===== src/rtl/fetch_unit.sv =====
`default_nettype none
// ============================================================================
// Module   : fetch_unit
// Brief    : Single-issue instruction fetch stage in front of a registered
//            instruction ROM. Presents a byte address each cycle, pairs the
//            returned data with its address, and delivers it to IF/ID with
//            stall hold, redirect kill and NOP bubble insertion.
//            Optional performance counters are built when FETCH_PERF_CNT_EN
//            is defined; otherwise both counter outputs read as zero.
// Revision : 1.0 - initial release
// ============================================================================
module fetch_unit #(
    parameter int               SIZE      = 32,
    parameter logic [SIZE-1:0]  RESET_PC  = 32'h0000_0000,
    parameter logic [SIZE-1:0]  NOP_INSTR = 32'hE1A0_0000
) (
    input  logic            CLK,
    input  logic            RESET,
    input  logic            stall_i,
    input  logic            redirect_i,
    input  logic [SIZE-1:0] redirect_pc_i,
    output logic [SIZE-1:0] rom_addr_o,
    input  logic [SIZE-1:0] rom_instr_i,
    output logic [SIZE-1:0] if_instr_o,
    output logic [SIZE-1:0] if_pc_o,
    output logic [SIZE-1:0] if_pc_plus8_o,
    output logic            if_valid_o,
    output logic [31:0]     fetch_cnt_o,
    output logic [31:0]     bubble_cnt_o
);

    typedef enum logic [0:0] {
        RUN  = 1'b0,
        HOLD = 1'b1
    } state_t;

    // fetch_pc   : address currently presented to the ROM
    // out_pc     : address whose data is arriving on rom_instr_i
    // valid      : out_pc / its data is a real instruction
    // hold_instr : instruction captured on stall entry, since the ROM
    //              moves on to re-reading fetch_pc while decode is stalled
    logic [SIZE-1:0] fetch_pc_q,   fetch_pc_d;
    logic [SIZE-1:0] out_pc_q,     out_pc_d;
    logic            valid_q,      valid_d;
    logic [SIZE-1:0] hold_instr_q, hold_instr_d;
    state_t          state_q,      state_d;

    // The ROM is word addressed in practice; the low target bits are dropped.
    logic unused_redirect_lsbs;
    assign unused_redirect_lsbs = &{1'b0, redirect_pc_i[1:0]};

    // Next-state logic: redirect beats stall; stall holds; otherwise advance.
    always_comb begin
        fetch_pc_d   = fetch_pc_q;
        out_pc_d     = out_pc_q;
        valid_d      = valid_q;
        hold_instr_d = hold_instr_q;
        state_d      = state_q;

        if (redirect_i) begin
            fetch_pc_d = {redirect_pc_i[SIZE-1:2], 2'b00};
            valid_d    = 1'b0;
            state_d    = RUN;
        end else if (stall_i) begin
            // Capture the word on the bus only when first entering HOLD;
            // once in HOLD the ROM output belongs to fetch_pc, not out_pc.
            if (state_q == RUN) begin
                hold_instr_d = rom_instr_i;
                state_d      = HOLD;
            end
        end else begin
            // Same advance from RUN or HOLD: in HOLD the ROM has been
            // re-reading fetch_pc, so its data is valid next cycle.
            out_pc_d   = fetch_pc_q;
            fetch_pc_d = fetch_pc_q + SIZE'(4);
            valid_d    = 1'b1;
            state_d    = RUN;
        end
    end

    // State registers with synchronous reset overriding stall and redirect.
    always_ff @(posedge CLK) begin
        if (RESET) begin
            fetch_pc_q   <= RESET_PC;
            out_pc_q     <= RESET_PC;
            valid_q      <= 1'b0;
            hold_instr_q <= NOP_INSTR;
            state_q      <= RUN;
        end else begin
            fetch_pc_q   <= fetch_pc_d;
            out_pc_q     <= out_pc_d;
            valid_q      <= valid_d;
            hold_instr_q <= hold_instr_d;
            state_q      <= state_d;
        end
    end

    // Output side: invalid slots become NOP bubbles.
    assign rom_addr_o    = fetch_pc_q;
    assign if_pc_o       = out_pc_q;
    assign if_pc_plus8_o = out_pc_q + SIZE'(8);
    assign if_valid_o    = valid_q;
    assign if_instr_o    = !valid_q          ? NOP_INSTR    :
                           (state_q == HOLD) ? hold_instr_q : rom_instr_i;

`ifdef FETCH_PERF_CNT_EN
    logic [31:0] fetch_cnt_q,  fetch_cnt_d;
    logic [31:0] bubble_cnt_q, bubble_cnt_d;

    // Saturating counts of delivered instructions and bubble cycles.
    always_comb begin
        fetch_cnt_d  = fetch_cnt_q;
        bubble_cnt_d = bubble_cnt_q;
        if (valid_q && !stall_i && !redirect_i && (fetch_cnt_q != 32'hFFFF_FFFF))
            fetch_cnt_d = fetch_cnt_q + 32'd1;
        if (!valid_q && (bubble_cnt_q != 32'hFFFF_FFFF))
            bubble_cnt_d = bubble_cnt_q + 32'd1;
    end

    // Counter registers; reset clears both, which also masks reset bubbles.
    always_ff @(posedge CLK) begin
        if (RESET) begin
            fetch_cnt_q  <= 32'd0;
            bubble_cnt_q <= 32'd0;
        end else begin
            fetch_cnt_q  <= fetch_cnt_d;
            bubble_cnt_q <= bubble_cnt_d;
        end
    end

    assign fetch_cnt_o  = fetch_cnt_q;
    assign bubble_cnt_o = bubble_cnt_q;
`else
    assign fetch_cnt_o  = 32'd0;
    assign bubble_cnt_o = 32'd0;
`endif

endmodule
`default_nettype wire

===== config.mk =====
export PLATFORM = sky130hd
export DESIGN_NAME = fetch_unit
export DESIGN_NICKNAME = d
export VERILOG_FILES = /design/src/rtl/fetch_unit.sv
export SDC_FILE = /design/constraint.sdc
export NUM_CORES = 1
export LEC_CHECK = 0
export ABC_AREA = 1
export BUFFER_PORTS_ARGS = -buffer_cell sky130_fd_sc_hd__clkbuf_2
export CAP_MARGIN = 20
export CORE_AREA = 2 2 106 134
export CTS_BUF_LIST = sky130_fd_sc_hd__clkbuf_4
export CTS_CLUSTER_SIZE = 14
export DETAILED_ROUTE_END_ITERATION = 7
export DIE_AREA = 0 0 108 136
export PLACE_DENSITY = 0.86
export SYNTH_ARGS = -nofsm -noshare
export SYNTH_HDL_FRONTEND = slang
export SYNTH_SLANG_ARGS = --single-unit

===== constraint.sdc =====
create_clock -name CLK -period 1.9 [get_ports CLK]
set_input_delay 0.095 -clock CLK [delete_from_list [all_inputs] [get_ports CLK]]
set_output_delay 0.095 -clock CLK [all_outputs]
set_load 0.02 [all_outputs]

Word-level counts from Yosys, hierarchy flattened
Cells that the tools add are included.
{"block": "totals", "out_inout_bits": 193, "word_cells": 19, "reg_bits": 98}
{"block": "op_classes", "reduce_logical": 3, "mux": 5, "eq_ne": 1, "n_addsub": 2, "n_bitwise": 2}
{"operator": "$mux W32", "n": 4}
{"operator": "$add A32 B3 Y32 const B", "n": 1}
{"operator": "$add A32 B4 Y32 const B", "n": 1}
{"operator": "$reduce_and A2 Y1", "n": 2}
{"operator": "$ne A2 B1 Y1 const B", "n": 1}
{"operator": "$not A1 Y1", "n": 2}
{"operator": "$reduce_or A2 Y1", "n": 1}
{"operator": "$mux W1", "n": 1}

Depth between registers and ports, before layout
Gate-level depths: netlist of the first run.
{"block": "logic_depth", "depth_word": 3, "ltp_mapped": 11, "ltp_nobuf": 11}

Worst setup path after synthesis of the first run
No wires, ideal clock.
{"block": "synth_path", "kind": "reg2out", "startpoint": "reg out_pc_q[4] (netlist: if_pc_o[4])", "endpoint": "out if_pc_plus8_o[23]", "n_path_buf": 0, "stages_incl_launch_ff": 9, "t_arrival_ns": 1.792, "required_time_ns": 1.805, "slack_ns": 0.013, "cell_sequence": "dfxtp_1 ha_1 nand2_2 nor3_4 nand2_2 nor2_4 nand2_2 nor2_2 xor2_1"}
{"block": "synth_between", "elab_chain_cells": 1}
{"item": "start, declared", "line_no": "43", "source": "logic [SIZE-1:0] out_pc_q, out_pc_d;"}
{"item": "start signal, assigned", "line_no": "91", "source": "out_pc_q <= out_pc_d;"}
{"item": "$add A32 B4 Y32", "line_no": "101", "source": "assign if_pc_plus8_o = out_pc_q + SIZE'(8);"}
{"item": "end, declared", "line_no": "26", "source": "output logic [SIZE-1:0] if_pc_plus8_o,"}
Every way passes these cells.

Final worst setup path of the first run
{"block": "layout_path", "startpoint": "reg out_pc_q[3] (netlist: if_pc_o[3])", "endpoint": "out if_pc_plus8_o[13]"}
Same word-level chain as after synthesis.

==> results of run 1 <==
==> cell families (layout without fill, tap and decap cells) <==
family	Yosys count	count (layout)	share of synthesized area
AO/OA/AOI/OAI	142	142	0.136
XOR/XNOR	27	27	0.0399
adder cells (fa/ha/maj)	2	2	0.00422
buffers and inverters	201	403	0.176
flip-flops	94	94	0.317
multiplexers	26	26	0.0439
other	1	71	0.000632
AND/OR/NAND/NOR	380	380	0.282
==> worst max-delay path, delay by kind of cell (launching register included) <==
kind,cells,cell delay (ps)
XOR/XNOR,1,270
flip-flops,1,390
adder cells (fa/ha/maj),1,160
AND/OR/NAND/NOR,3,410
buffers and inverters,2,350
==> state kept, by name, summed over array words and instances, names as in the netlist <==
| register | flops |
|---|---|
| if_valid_o | 1 |
| rom_addr_o | 30 |
| if_pc_o | 30 |
| state_q | 1 |
| hold_instr_q | 32 |
==> cell usage after synthesis, types with 2 or more instances <==
library cell,n
sky130_fd_sc_hd__o21ai_1,4
sky130_fd_sc_hd__inv_2,3
sky130_fd_sc_hd__clkbuf_1,19
sky130_fd_sc_hd__a211oi_1,11
sky130_fd_sc_hd__nand4_1,16
sky130_fd_sc_hd__ha_1,2
sky130_fd_sc_hd__nand2_1,160
sky130_fd_sc_hd__nor2_1,105
sky130_fd_sc_hd__buf_2,17
sky130_fd_sc_hd__nand3_1,52
sky130_fd_sc_hd__mux2i_1,26
sky130_fd_sc_hd__o211ai_1,5
sky130_fd_sc_hd__nor4_1,3
sky130_fd_sc_hd__nor3_1,18
sky130_fd_sc_hd__buf_4,72
sky130_fd_sc_hd__a31oi_1,3
sky130_fd_sc_hd__dfxtp_1,94
sky130_fd_sc_hd__a22o_1,2
sky130_fd_sc_hd__xnor2_1,4
sky130_fd_sc_hd__o221a_2,2
sky130_fd_sc_hd__nor2_2,6
sky130_fd_sc_hd__nand2_2,5
sky130_fd_sc_hd__o21ai_0,52
sky130_fd_sc_hd__a211o_1,6
sky130_fd_sc_hd__nor2_4,3
sky130_fd_sc_hd__inv_1,89
sky130_fd_sc_hd__xor2_1,23
sky130_fd_sc_hd__a21oi_1,53
sky130_fd_sc_hd__nor3_2,2
sky130_fd_sc_hd__nand3b_1,4
==> worst max-delay path by stage <==
stage | startpoint | to | slack (ps)
3_3_place_gp | if_pc_o[3]$_SDFFE_PP0P_ | if_pc_plus8_o[23] | 150
4_1_cts | if_pc_o[3]$_SDFFE_PP0P_ | if_pc_plus8_o[23] | -240
5_1_grt | if_pc_o[4]$_SDFFE_PP0P_ | if_pc_plus8_o[14] | -430
6_report | if_pc_o[3]$_SDFFE_PP0P_ | if_pc_plus8_o[13] | -230
3_5_place_dp | if_pc_o[3]$_SDFFE_PP0P_ | if_pc_plus8_o[23] | 90
2_1_floorplan | if_pc_o[4]$_SDFFE_PP0P_ | if_pc_plus8_o[23] | 10
==> power by group through the flow <==
stage          combinational [mW]  clock (mW)  sequential [mW]
3_5_place_dp                 1.02           0             2.28
3_3_place_gp                 1.00           0             2.27
2_1_floorplan               0.706           0             2.34
5_1_grt                      1.31        1.27             2.26
4_1_cts                      1.14        1.18             2.23
6_report                     1.21        1.17             2.24
==> placed cells by master (no fill, tap or decap), types with 5 or more instances in the layout <==
master and count:
sky130_fd_sc_hd__a211oi_1 11, sky130_fd_sc_hd__dfxtp_4 13, sky130_fd_sc_hd__clkbuf_4 12, sky130_fd_sc_hd__nor3_1 12
sky130_fd_sc_hd__dfxtp_1 69, sky130_fd_sc_hd__a21oi_1 53, sky130_fd_sc_hd__inv_2 5, sky130_fd_sc_hd__nand2_1 153
sky130_fd_sc_hd__clkbuf_2 167, sky130_fd_sc_hd__nand4_1 16, sky130_fd_sc_hd__buf_4 60, sky130_fd_sc_hd__buf_6 8
sky130_fd_sc_hd__nor2_1 96, sky130_fd_sc_hd__inv_1 87, sky130_fd_sc_hd__conb_1 70, sky130_fd_sc_hd__nand2_4 6
sky130_fd_sc_hd__nor3_4 5, sky130_fd_sc_hd__nand2_2 6, sky130_fd_sc_hd__dfxtp_2 12, sky130_fd_sc_hd__a211o_1 6
sky130_fd_sc_hd__o21ai_0 52, sky130_fd_sc_hd__nor2_4 10, sky130_fd_sc_hd__o211ai_1 5, sky130_fd_sc_hd__nor2_2 8
sky130_fd_sc_hd__dlygate4sd3_1 54, sky130_fd_sc_hd__nand3_1 49, sky130_fd_sc_hd__mux2i_1 26, sky130_fd_sc_hd__xor2_1 19
==> what timing repair did <==
action                                  in CTS  in global routing
hold endpoints to repair                    54                  0
gates resized for setup                     71                 67
endpoints found under the setup margin      22                 34
setup buffers                               12                 22
cloned                                       0                  0
pin swaps                                   11                 31
hold buffers                                54                  0
==> final cells by class <==
type | count | area [sq um] | area share
flip-flops and latches | 94 | 1950 | 0.239
multi-input cells | 647 | 3500 | 0.430
repair buffers | 294 | 1990 | 0.244
clock inverters | 6 | 70.1 | 0.00860
well taps | 175 | 219 | 0.0269
diodes | 1 | 2.50 | 0.000307
clock buffers | 10 | 75.1 | 0.00921
inverters | 93 | 349 | 0.0428
==> per-stage QoR <==
step | instances | total power [mW] | TNS [ps]
detailed placement | 1216 | 3.29 | 0
finish | 1320 | 4.62 | -2480
global route | 1320 | 4.84 | -5140
CTS | 1298 | 4.56 | -1730
floorplan | 942 | 3.05 | 0
global placement | 1216 | 3.27 | 0
==> per-layer routing <==
metal	track usage	share of wire	vias to the layer above
met1	0.303	0.38	3067
li1	-	-	3237
met4	0.112	0.040	0
met5	0	0	-
met2	0.440	0.49	413
met3	0.0585	0.092	68
==> impl_metrics.env, run 1 <==
export IMPL_clock_sinks=94
export IMPL_clock_tree_root_cell="sky130_fd_sc_hd__clkbuf_4"
export IMPL_dr_total_vias=6785
export IMPL_initial_utilization=0.439
export IMPL_critical_path_peak_fanout=3
export IMPL_die_width_um=108
export IMPL_path_cells="ha_4 -> nand2_4 -> nor3_4 -> nand2_2 -> buf_4 -> xor2_2 -> buf_6"
export IMPL_floorplan_die_height_um=136
export IMPL_synth_seq_area_share=0.317
export IMPL_finalHoldWorstSlack_ps=20.5
export IMPL_worst_r2r_endpoint="rom_addr_o[22]$_SDFFE_PP0N_"
export IMPL_io_buffer_count=188
export IMPL_timing_rr_start="rom_addr_o[2]$_SDFFE_PP0N_"
export IMPL_final_setup_skew_ps=18.2
export IMPL_power_internal_mw=2.97
export IMPL_p_leak_nw=4.04
export IMPL_endpoint_required_time_on_the_critical_path_ps=1800
export IMPL_finalCriticalPeriod_ps=2130
export IMPL_setup_crit_end_kind="output pin"
export IMPL_async_reset_ff_frac=0
export IMPL_power_clock_fraction=0.253
export IMPL_layout_filler_cells=1150
export IMPL_num_io_pins=261
export IMPL_grt_overflow=0
export IMPL_final_critical_path_setup_slack_ps=-227
export IMPL_cts_root_to_sink_buffers=2
export IMPL_worst_skew_pair_late_latency_ps=460
export IMPL_vias_per_cell=5.14
export IMPL_yosys_cell_types_count=42
export IMPL_yosys_most_used_dff="sky130_fd_sc_hd__dfxtp_1"
export IMPL_violated_checks="negative setup slack"
export IMPL_tritoncts="yes"
export IMPL_synth_top_area_cell="sky130_fd_sc_hd__dfxtp_1"
export IMPL_setup_violations=23
export IMPL_unrepaired_setup_endpoints_after_global_routing="yes"
export IMPL_timing_hold_worst_class="input pin to register"
export IMPL_htree_depth=3
export IMPL_report_final_slew_viol_count=0
export IMPL_min_from="rom_instr_i[21]"
export IMPL_grt_pass1_vias=5919
export IMPL_crit_slowest_cell="sky130_fd_sc_hd__dfxtp_2"
export IMPL_grt_pass1_wl_um=29700
export IMPL_synth_area_top_cells="sky130_fd_sc_hd__dfxtp_1 32%, sky130_fd_sc_hd__nand2_1 10%, sky130_fd_sc_hd__buf_4 9.1%"
export IMPL_firstDrtPassIters=6
export IMPL_number_of_synthesized_flops_with_an_enable_pin=0
export IMPL_switching_share=0.358
export IMPL_cts_inserted_buffers=9
export IMPL_worst_hold_path_num_cells=4
export IMPL_drive_gt1_frac=0.297
export IMPL_antenna_violating_nets_post_route=0
export IMPL_start_kind="register"
export IMPL_max_stage_delay_ps=390
export IMPL_grtUsageTotal=0.256
export IMPL_hold_viol_final=0
export IMPL_grt_max_degree=57
export IMPL_worst_hold_path_endpoint="hold_instr_q[21]$_SDFFE_PP1P_"
export IMPL_synth_warning_count=0
export IMPL_core_sq_mm=0.0135
export IMPL_dieArea_sq_mm=0.0147
export IMPL_critPathArrivalTime_ps=2030
export IMPL_dr_first_iter_drc_count=753
export IMPL_syn_cell_area_sq_mm=0.00593
export IMPL_switching_power_mw=1.65
export IMPL_gpl_final_weighted_congestion=0.996
export IMPL_dp_slack_ps=90.3
export IMPL_achievable_freq_mhz=470
export IMPL_floorplan_rows=48
export IMPL_worstSetupPathType="register to output pin"
export IMPL_ir_drop_v=0.000457
export IMPL_routedWlPerCell_um=15.7
export IMPL_post_synthesis_mean_instance_area_sq_um=6.80
export IMPL_clkSlewWorstSetupHoldPaths_ps=160
export IMPL_drv_max_cap_violation_count=0
export IMPL_number_of_antenna_violations_at_the_first_check_in_global_routing=1
export IMPL_finish_instance_area_sq_mm=0.00815
export IMPL_hpwl_um=13300
export IMPL_worst_reg_to_reg_path_cell_count=10
export IMPL_synth_largest_type_area_fraction=0.317
export IMPL_synth_seq_cells=94
export IMPL_pwr_share_seq=0.485
export IMPL_synthesis_instances=873
export IMPL_post_dp_cell_area_sq_mm=0.00683
export IMPL_final_core_utilization=0.603
export IMPL_drcViolationCount=0
export IMPL_power_density_cell_area_mw_per_mm2=567
export IMPL_regToRegSetupSlack_ps=220
export IMPL_final_period_utilization=1.12
export IMPL_synthToLayoutAreaGrowth_pct=37.3
export IMPL_status="complete, but fails checks"
export IMPL_route_final_wire_length_um=20800
export IMPL_share_of_total_power_in_combinational_logic=0.262
export IMPL_nets=1209
Note: power is estimated with default switching activity, not from simulation.
==> inputs of run 2 (changes only) <==
--- a/config.mk
+++ b/config.mk
@@ -7,7 +7,6 @@
 export LEC_CHECK = 0
 export ABC_AREA = 1
 export BUFFER_PORTS_ARGS = -buffer_cell sky130_fd_sc_hd__clkbuf_2
-export CAP_MARGIN = 20
 export CORE_AREA = 2 2 106 134
 export CTS_BUF_LIST = sky130_fd_sc_hd__clkbuf_4
 export CTS_CLUSTER_SIZE = 14
==> constraint.sdc (replaced) <==
create_clock -name CLK -period 1.9 [get_ports CLK]
set_input_delay 0.095 -clock CLK [delete_from_list [all_inputs] [get_ports CLK]]
set_output_delay 0.095 -clock CLK [all_outputs]
set_load 0.01 [all_outputs]
==> impl_metrics.env, run 2 (same netlist as run 1, synthesis figures left out) <==
export IMPL_p_leak_nw=4.03
export IMPL_final_critical_path_setup_slack_ps=-161
export IMPL_switching_power_mw=1.48
export IMPL_clkSlewWorstSetupHoldPaths_ps=170
export IMPL_start_kind="register"
export IMPL_setup_violations=18
export IMPL_antenna_violating_nets_post_route=0
export IMPL_grt_pass1_wl_um=29800
export IMPL_crit_slowest_cell="sky130_fd_sc_hd__dfxtp_4"
export IMPL_dr_total_vias=6857
export IMPL_power_density_cell_area_mw_per_mm2=547
export IMPL_timing_hold_worst_class="input pin to register"
export IMPL_number_of_antenna_violations_at_the_first_check_in_global_routing=1
export IMPL_num_io_pins=261
export IMPL_worstSetupPathType="register to output pin"
export IMPL_clock_sinks=94
export IMPL_largest_reg_flops=32
export IMPL_drcViolationCount=0
export IMPL_status="complete, but fails checks"
export IMPL_worst_skew_pair_late_latency_ps=470
export IMPL_floorplan_die_height_um=136
export IMPL_nets=1204
export IMPL_power_clock_fraction=0.261
export IMPL_vias_per_cell=5.22
export IMPL_max_stage_delay_ps=400
export IMPL_unrepaired_setup_endpoints_after_global_routing="yes"
export IMPL_top_register="hold_instr_q"
export IMPL_cts_inserted_buffers=9
export IMPL_drive_gt1_frac=0.307
export IMPL_finalCriticalPeriod_ps=2060
export IMPL_totalNegativeSetupSlack_ps=-1510
export IMPL_synthToLayoutAreaGrowth_pct=35.6
export IMPL_route_met2_wl_um=10300
export IMPL_core_sq_mm=0.0135
export IMPL_endpoint_required_time_on_the_critical_path_ps=1800
export IMPL_ir_drop_v=0.000401
export IMPL_routedLengthMet1_um=7730
export IMPL_floorplan_rows=48
export IMPL_layout_cells_most_common_list="170 x sky130_fd_sc_hd__clkbuf_2, 148 x sky130_fd_sc_hd__nand2_1, 96 x sky130_fd_sc_hd__nor2_1"
export IMPL_tritoncts="yes"
export IMPL_cpMostUsedCell="sky130_fd_sc_hd__buf_4"
export IMPL_route_final_wire_length_um=20600
export IMPL_drv_max_cap_violation_count=0
export IMPL_dieArea_sq_mm=0.0147
export IMPL_dr_first_iter_drc_count=710
export IMPL_routedWlPerCell_um=15.7
export IMPL_pwr_share_seq=0.510
export IMPL_firstDrtPassIters=6
export IMPL_report_final_slew_viol_count=0
export IMPL_io_buffer_count=188
export IMPL_timing_critical_path_buf_inv=4
export IMPL_hold_viol_final=0
export IMPL_grt_overflow=0
export IMPL_final_setup_skew_ps=22.5
export IMPL_gpl_final_weighted_congestion=0.976
export IMPL_die_width_um=108
export IMPL_initial_utilization=0.439
export IMPL_setup_crit_end_kind="output pin"
export IMPL_report_power_total_mw=4.40
export IMPL_power_internal_mw=2.92
export IMPL_violated_checks="negative setup slack"
export IMPL_grt_pass1_vias=5948
export IMPL_cts_root_to_sink_buffers=2
export IMPL_share_of_total_power_in_combinational_logic=0.230
export IMPL_layout_filler_cells=1201
export IMPL_path_cells="buf_4 -> nand4_1 -> buf_6 -> nor2_4 -> nand2_2 -> buf_4 -> xor2_1 -> buf_2"
export IMPL_final_period_utilization=1.08
export IMPL_critPathArrivalTime_ps=1970
export IMPL_switching_share=0.337
export IMPL_critical_path_peak_fanout=4
export IMPL_grtUsageTotal=0.256
export IMPL_grt_max_degree=57
export IMPL_hpwl_um=13400
export IMPL_htree_depth=3
export IMPL_clock_tree_root_cell="sky130_fd_sc_hd__clkbuf_4"
export IMPL_met3RoutedLength_um=1770
export IMPL_cp_top_family="buffers and inverters"
export IMPL_layout_cells_most_common="sky130_fd_sc_hd__clkbuf_2"
export IMPL_achievable_freq_mhz=485
export IMPL_top_layer="met4"
[run 2: cell types whose count changed in the layout (fill, tap and decap cells not counted), moves of 3 or more]
cell	before	now
sky130_fd_sc_hd__nand2_1	153	148
sky130_fd_sc_hd__nand2_2	6	11
sky130_fd_sc_hd__clkbuf_4	12	9
sky130_fd_sc_hd__clkbuf_2	167	170
sky130_fd_sc_hd__buf_2	0	18
sky130_fd_sc_hd__dlygate4sd3_1	54	49
sky130_fd_sc_hd__buf_6	8	3
sky130_fd_sc_hd__buf_4	60	47
sky130_fd_sc_hd__dfxtp_1	69	66
[run 2: worst register-to-register path, cell delays in order (launching register included)]
cell                      delay, ps
sky130_fd_sc_hd__dfxtp_1        370
sky130_fd_sc_hd__ha_1           170
sky130_fd_sc_hd__nand2_1        120
sky130_fd_sc_hd__nor2_4         190
sky130_fd_sc_hd__nand2_1        110
sky130_fd_sc_hd__nor2_1         300
sky130_fd_sc_hd__or2_2          180
sky130_fd_sc_hd__nand4_1         90
sky130_fd_sc_hd__nand2_1         70
sky130_fd_sc_hd__inv_1           40
[run 2: worst paths after layout]
path                                       from                       endpoint  slack [ps]  depth (start not counted)
hold reg to reg   hold_instr_q[29]$_SDFFE_PP1P_  hold_instr_q[29]$_SDFFE_PP1P_         480                          1
setup reg to reg     rom_addr_o[2]$_SDFFE_PP0N_    rom_addr_o[18]$_SDFFE_PP0N_         180                          9
hold / removal                redirect_pc_i[23]    rom_addr_o[23]$_SDFFE_PP0N_          20                          6
setup / recovery       if_pc_o[13]$_SDFFE_PP0P_              if_pc_plus8_o[21]        -160                          8
[run 2: cell type report]
| cell class | instances | area [sq um] | share of cell area |
|---|---|---|---|
| Multi-Input combinational cell | 647 | 3520 | 0.438 |
| Tap cell | 175 | 219 | 0.0272 |
| Clock inverter | 6 | 68.8 | 0.00855 |
| Inverter | 93 | 349 | 0.0434 |
| Timing Repair Buffer | 289 | 1860 | 0.231 |
| Clock buffer | 9 | 67.6 | 0.00840 |
| Sequential cell | 94 | 1950 | 0.243 |
| Antenna cell | 1 | 2.50 | 0.000311 |
[run 2: per-layer routing]
layer	global-route usage	vias up
li1	-	3239
met1	0.295	3130
met2	0.455	411
met3	0.0604	77
met4	0.101	0
met5	0	-
[run 2: repair_timing]
item,4_1_cts,5_1_grt
resized for setup,50,74
setup buffers,14,19
endpoints found under the setup margin,22,26
hold buffers,49,0
hold endpoints to repair,49,0
pin swaps,12,34
[run 2: per-stage QoR]
step / utilization / instance area (sq um) / hold WS, ps / std cells / setup WS (ps)
after floorplan: - / 6190 / 199 / 942 / 243
after global placement: 0.505 / 6830 / 349 / 1216 / 185
after detailed placement: 0.505 / 6830 / 365 / 1216 / 164
after CTS: 0.570 / 7710 / 6.46 / 1294 / -148
after global routing: 0.595 / 8040 / 11.3 / 1314 / -261
final: 0.595 / 8040 / 15.4 / 1314 / -161
[run 2: power groups by stage]
stage / Combinational [mW] / Sequential (mW) / Clock [mW]
finish: 1.01 / 2.24 / 1.15
global route: 1.11 / 2.26 / 1.24
global placement: 0.836 / 2.27 / 0
floorplan: 0.596 / 2.28 / 0
CTS: 0.958 / 2.24 / 1.16
detailed placement: 0.851 / 2.28 / 0
==> inputs of run 3 (changes only) <==
--- a/config.mk
+++ b/config.mk
@@ -12,7 +12,7 @@
 export CTS_CLUSTER_SIZE = 14
 export DETAILED_ROUTE_END_ITERATION = 7
 export DIE_AREA = 0 0 108 136
-export PLACE_DENSITY = 0.86
+export PLACE_DENSITY = 0.76
 export SYNTH_ARGS = -nofsm -noshare
 export SYNTH_HDL_FRONTEND = slang
 export SYNTH_SLANG_ARGS = --single-unit
==> impl_metrics.env, run 3 (same netlist as run 1, synthesis figures left out) <==
export IMPL_number_of_antenna_violations_at_the_first_check_in_global_routing=1
export IMPL_htree_depth=3
export IMPL_switching_share=0.333
export IMPL_worst_skew_pair_late_latency_ps=460
export IMPL_layout_cells_most_common_list="175 x sky130_fd_sc_hd__clkbuf_2, 150 x sky130_fd_sc_hd__nand2_1, 95 x sky130_fd_sc_hd__nor2_1"
export IMPL_largest_reg_flops=32
export IMPL_setup_violations=19
export IMPL_finalCriticalPeriod_ps=2060
export IMPL_start_kind="register"
export IMPL_finalHoldWorstSlack_ps=35.0
export IMPL_grt_pass1_vias=5965
export IMPL_pwr_share_seq=0.513
export IMPL_timing_hold_worst_class="input pin to register"
export IMPL_floorplan_die_height_um=136
export IMPL_worstSetupPathType="register to output pin"
export IMPL_setup_crit_end_kind="output pin"
export IMPL_synthToLayoutAreaGrowth_pct=34.8
export IMPL_clock_sinks=94
export IMPL_cts_root_to_sink_buffers=2
export IMPL_grt_max_degree=67
export IMPL_top_register="hold_instr_q"
export IMPL_drcViolationCount=0
export IMPL_antenna_violating_nets_post_route=0
export IMPL_final_core_utilization=0.592
export IMPL_violated_checks="negative setup slack"
export IMPL_firstDrtPassIters=6
export IMPL_grt_pass1_wl_um=29500
export IMPL_floorplan_rows=48
export IMPL_hpwl_um=13200
export IMPL_final_setup_skew_ps=16.8
export IMPL_num_io_pins=261
export IMPL_totalNegativeSetupSlack_ps=-1370
export IMPL_status="complete, but fails checks"
export IMPL_critical_path_peak_fanout=3
export IMPL_endpoint_required_time_on_the_critical_path_ps=1800
export IMPL_final_critical_path_setup_slack_ps=-165
export IMPL_switching_power_mw=1.45
export IMPL_clkSlewWorstSetupHoldPaths_ps=150
export IMPL_route_final_wire_length_um=19400
export IMPL_post_dp_cell_area_sq_mm=0.00682
export IMPL_critPathArrivalTime_ps=1970
export IMPL_achievable_freq_mhz=484
export IMPL_grt_overflow=0
export IMPL_core_sq_mm=0.0135
export IMPL_tritoncts="yes"
export IMPL_clock_tree_root_cell="sky130_fd_sc_hd__clkbuf_4"
export IMPL_drive_gt1_frac=0.290
export IMPL_grtUsageTotal=0.253
export IMPL_final_period_utilization=1.09
export IMPL_power_density_cell_area_mw_per_mm2=546
export IMPL_layout_cells_most_common="sky130_fd_sc_hd__clkbuf_2"
export IMPL_ir_drop_v=0.000334
export IMPL_dr_total_vias=6571
export IMPL_gpl_final_weighted_congestion=0.930
export IMPL_hold_viol_final=0
export IMPL_dieArea_sq_mm=0.0147
export IMPL_dp_slack_ps=111
export IMPL_cts_inserted_buffers=9
export IMPL_dr_first_iter_drc_count=495
export IMPL_io_buffer_count=188
export IMPL_die_width_um=108
export IMPL_drv_max_cap_violation_count=0
export IMPL_report_final_slew_viol_count=0
export IMPL_power_clock_fraction=0.260
export IMPL_p_leak_nw=3.93
export IMPL_finish_instance_area_sq_mm=0.00800
export IMPL_vias_per_cell=5.03
export IMPL_share_of_total_power_in_combinational_logic=0.227
export IMPL_initial_utilization=0.439
export IMPL_unrepaired_setup_endpoints_after_global_routing="yes"
export IMPL_power_internal_mw=2.91
export IMPL_nets=1196
export IMPL_routedWlPerCell_um=14.9
[run 3: changes by cell type in the layout (fill, tap and decap cells not counted), moves of 2 or more]
| cell | change |
|---|---|
| sky130_fd_sc_hd__nand2_2 | -2 |
| sky130_fd_sc_hd__buf_4 | -16 |
| sky130_fd_sc_hd__dlygate4sd3_1 | +6 |
| sky130_fd_sc_hd__nand2_1 | +2 |
| sky130_fd_sc_hd__buf_12 | +2 |
| sky130_fd_sc_hd__buf_2 | -5 |
| sky130_fd_sc_hd__clkbuf_2 | +5 |
[run 3: area by class of cell]
cell class                      instances  area, sq um
Timing Repair Buffer                  281         1840
Sequential cell                        94         1950
Clock buffer                            9         67.6
Clock inverter                          7         72.6
Inverter                               93          349
Fill cell                            1245         5520
Antenna cell                            1         2.50
Multi-Input combinational cell        647         3500
Tap cell                              175          219
[run 3: critical path, stage by stage (launching register included)]
cell and delay (ps):
sky130_fd_sc_hd__dfxtp_2 380, sky130_fd_sc_hd__ha_4 170, sky130_fd_sc_hd__nand2_4 70, sky130_fd_sc_hd__nor3_4 160
sky130_fd_sc_hd__nand2_2 110, sky130_fd_sc_hd__nor2_4 170, sky130_fd_sc_hd__nand2_2 90, sky130_fd_sc_hd__nor2_2 90
sky130_fd_sc_hd__xor2_1 140, sky130_fd_sc_hd__buf_2 150
[run 3: per-layer routing]
metal	track usage	wire length [um]
met1	0.290	7620
met2	0.450	9810
met3	0.0484	1350
met4	0.112	619
met5	0	0
[run 3: metrics by stage]
stage	instances	power (mW)
6_report	1307	4.37
5_1_grt	1307	4.59
4_1_cts	1299	4.37
3_5_place_dp	1211	3.12
3_3_place_gp	1211	3.11
2_1_floorplan	942	2.88
[run 3: repair_timing]
| action | CTS | global route |
|---|---|---|
| cloned | 0 | 0 |
| setup buffers | 17 | 8 |
| hold buffers | 55 | 0 |
| endpoints found under the hold margin | 55 | 0 |
| pin swaps | 14 | 15 |
| gates resized for setup | 48 | 63 |
| setup endpoints to repair | 22 | 48 |
[run 3: power groups by stage]
stage / registers (mW) / logic, mW / clock network [mW]
2_1_floorplan: 2.28 / 0.596 / 0
3_3_place_gp: 2.28 / 0.828 / 0
3_5_place_dp: 2.28 / 0.840 / 0
4_1_cts: 2.24 / 0.959 / 1.17
5_1_grt: 2.26 / 1.09 / 1.23
6_report: 2.24 / 0.990 / 1.14
[run 3: worst paths after layout]
path	startpoint	endpoint	slack [ps]	depth (start not counted)
min	redirect_pc_i[14]	rom_addr_o[14]$_SDFFE_PP0N_	40	5
max	if_pc_o[3]$_SDFFE_PP0P_	if_pc_plus8_o[23]	-160	9
min reg2reg	hold_instr_q[21]$_SDFFE_PP1P_	hold_instr_q[21]$_SDFFE_PP1P_	480	1
max reg2reg	rom_addr_o[12]$_SDFFE_PP0N_	rom_addr_o[24]$_SDFFE_PP0N_	190	9
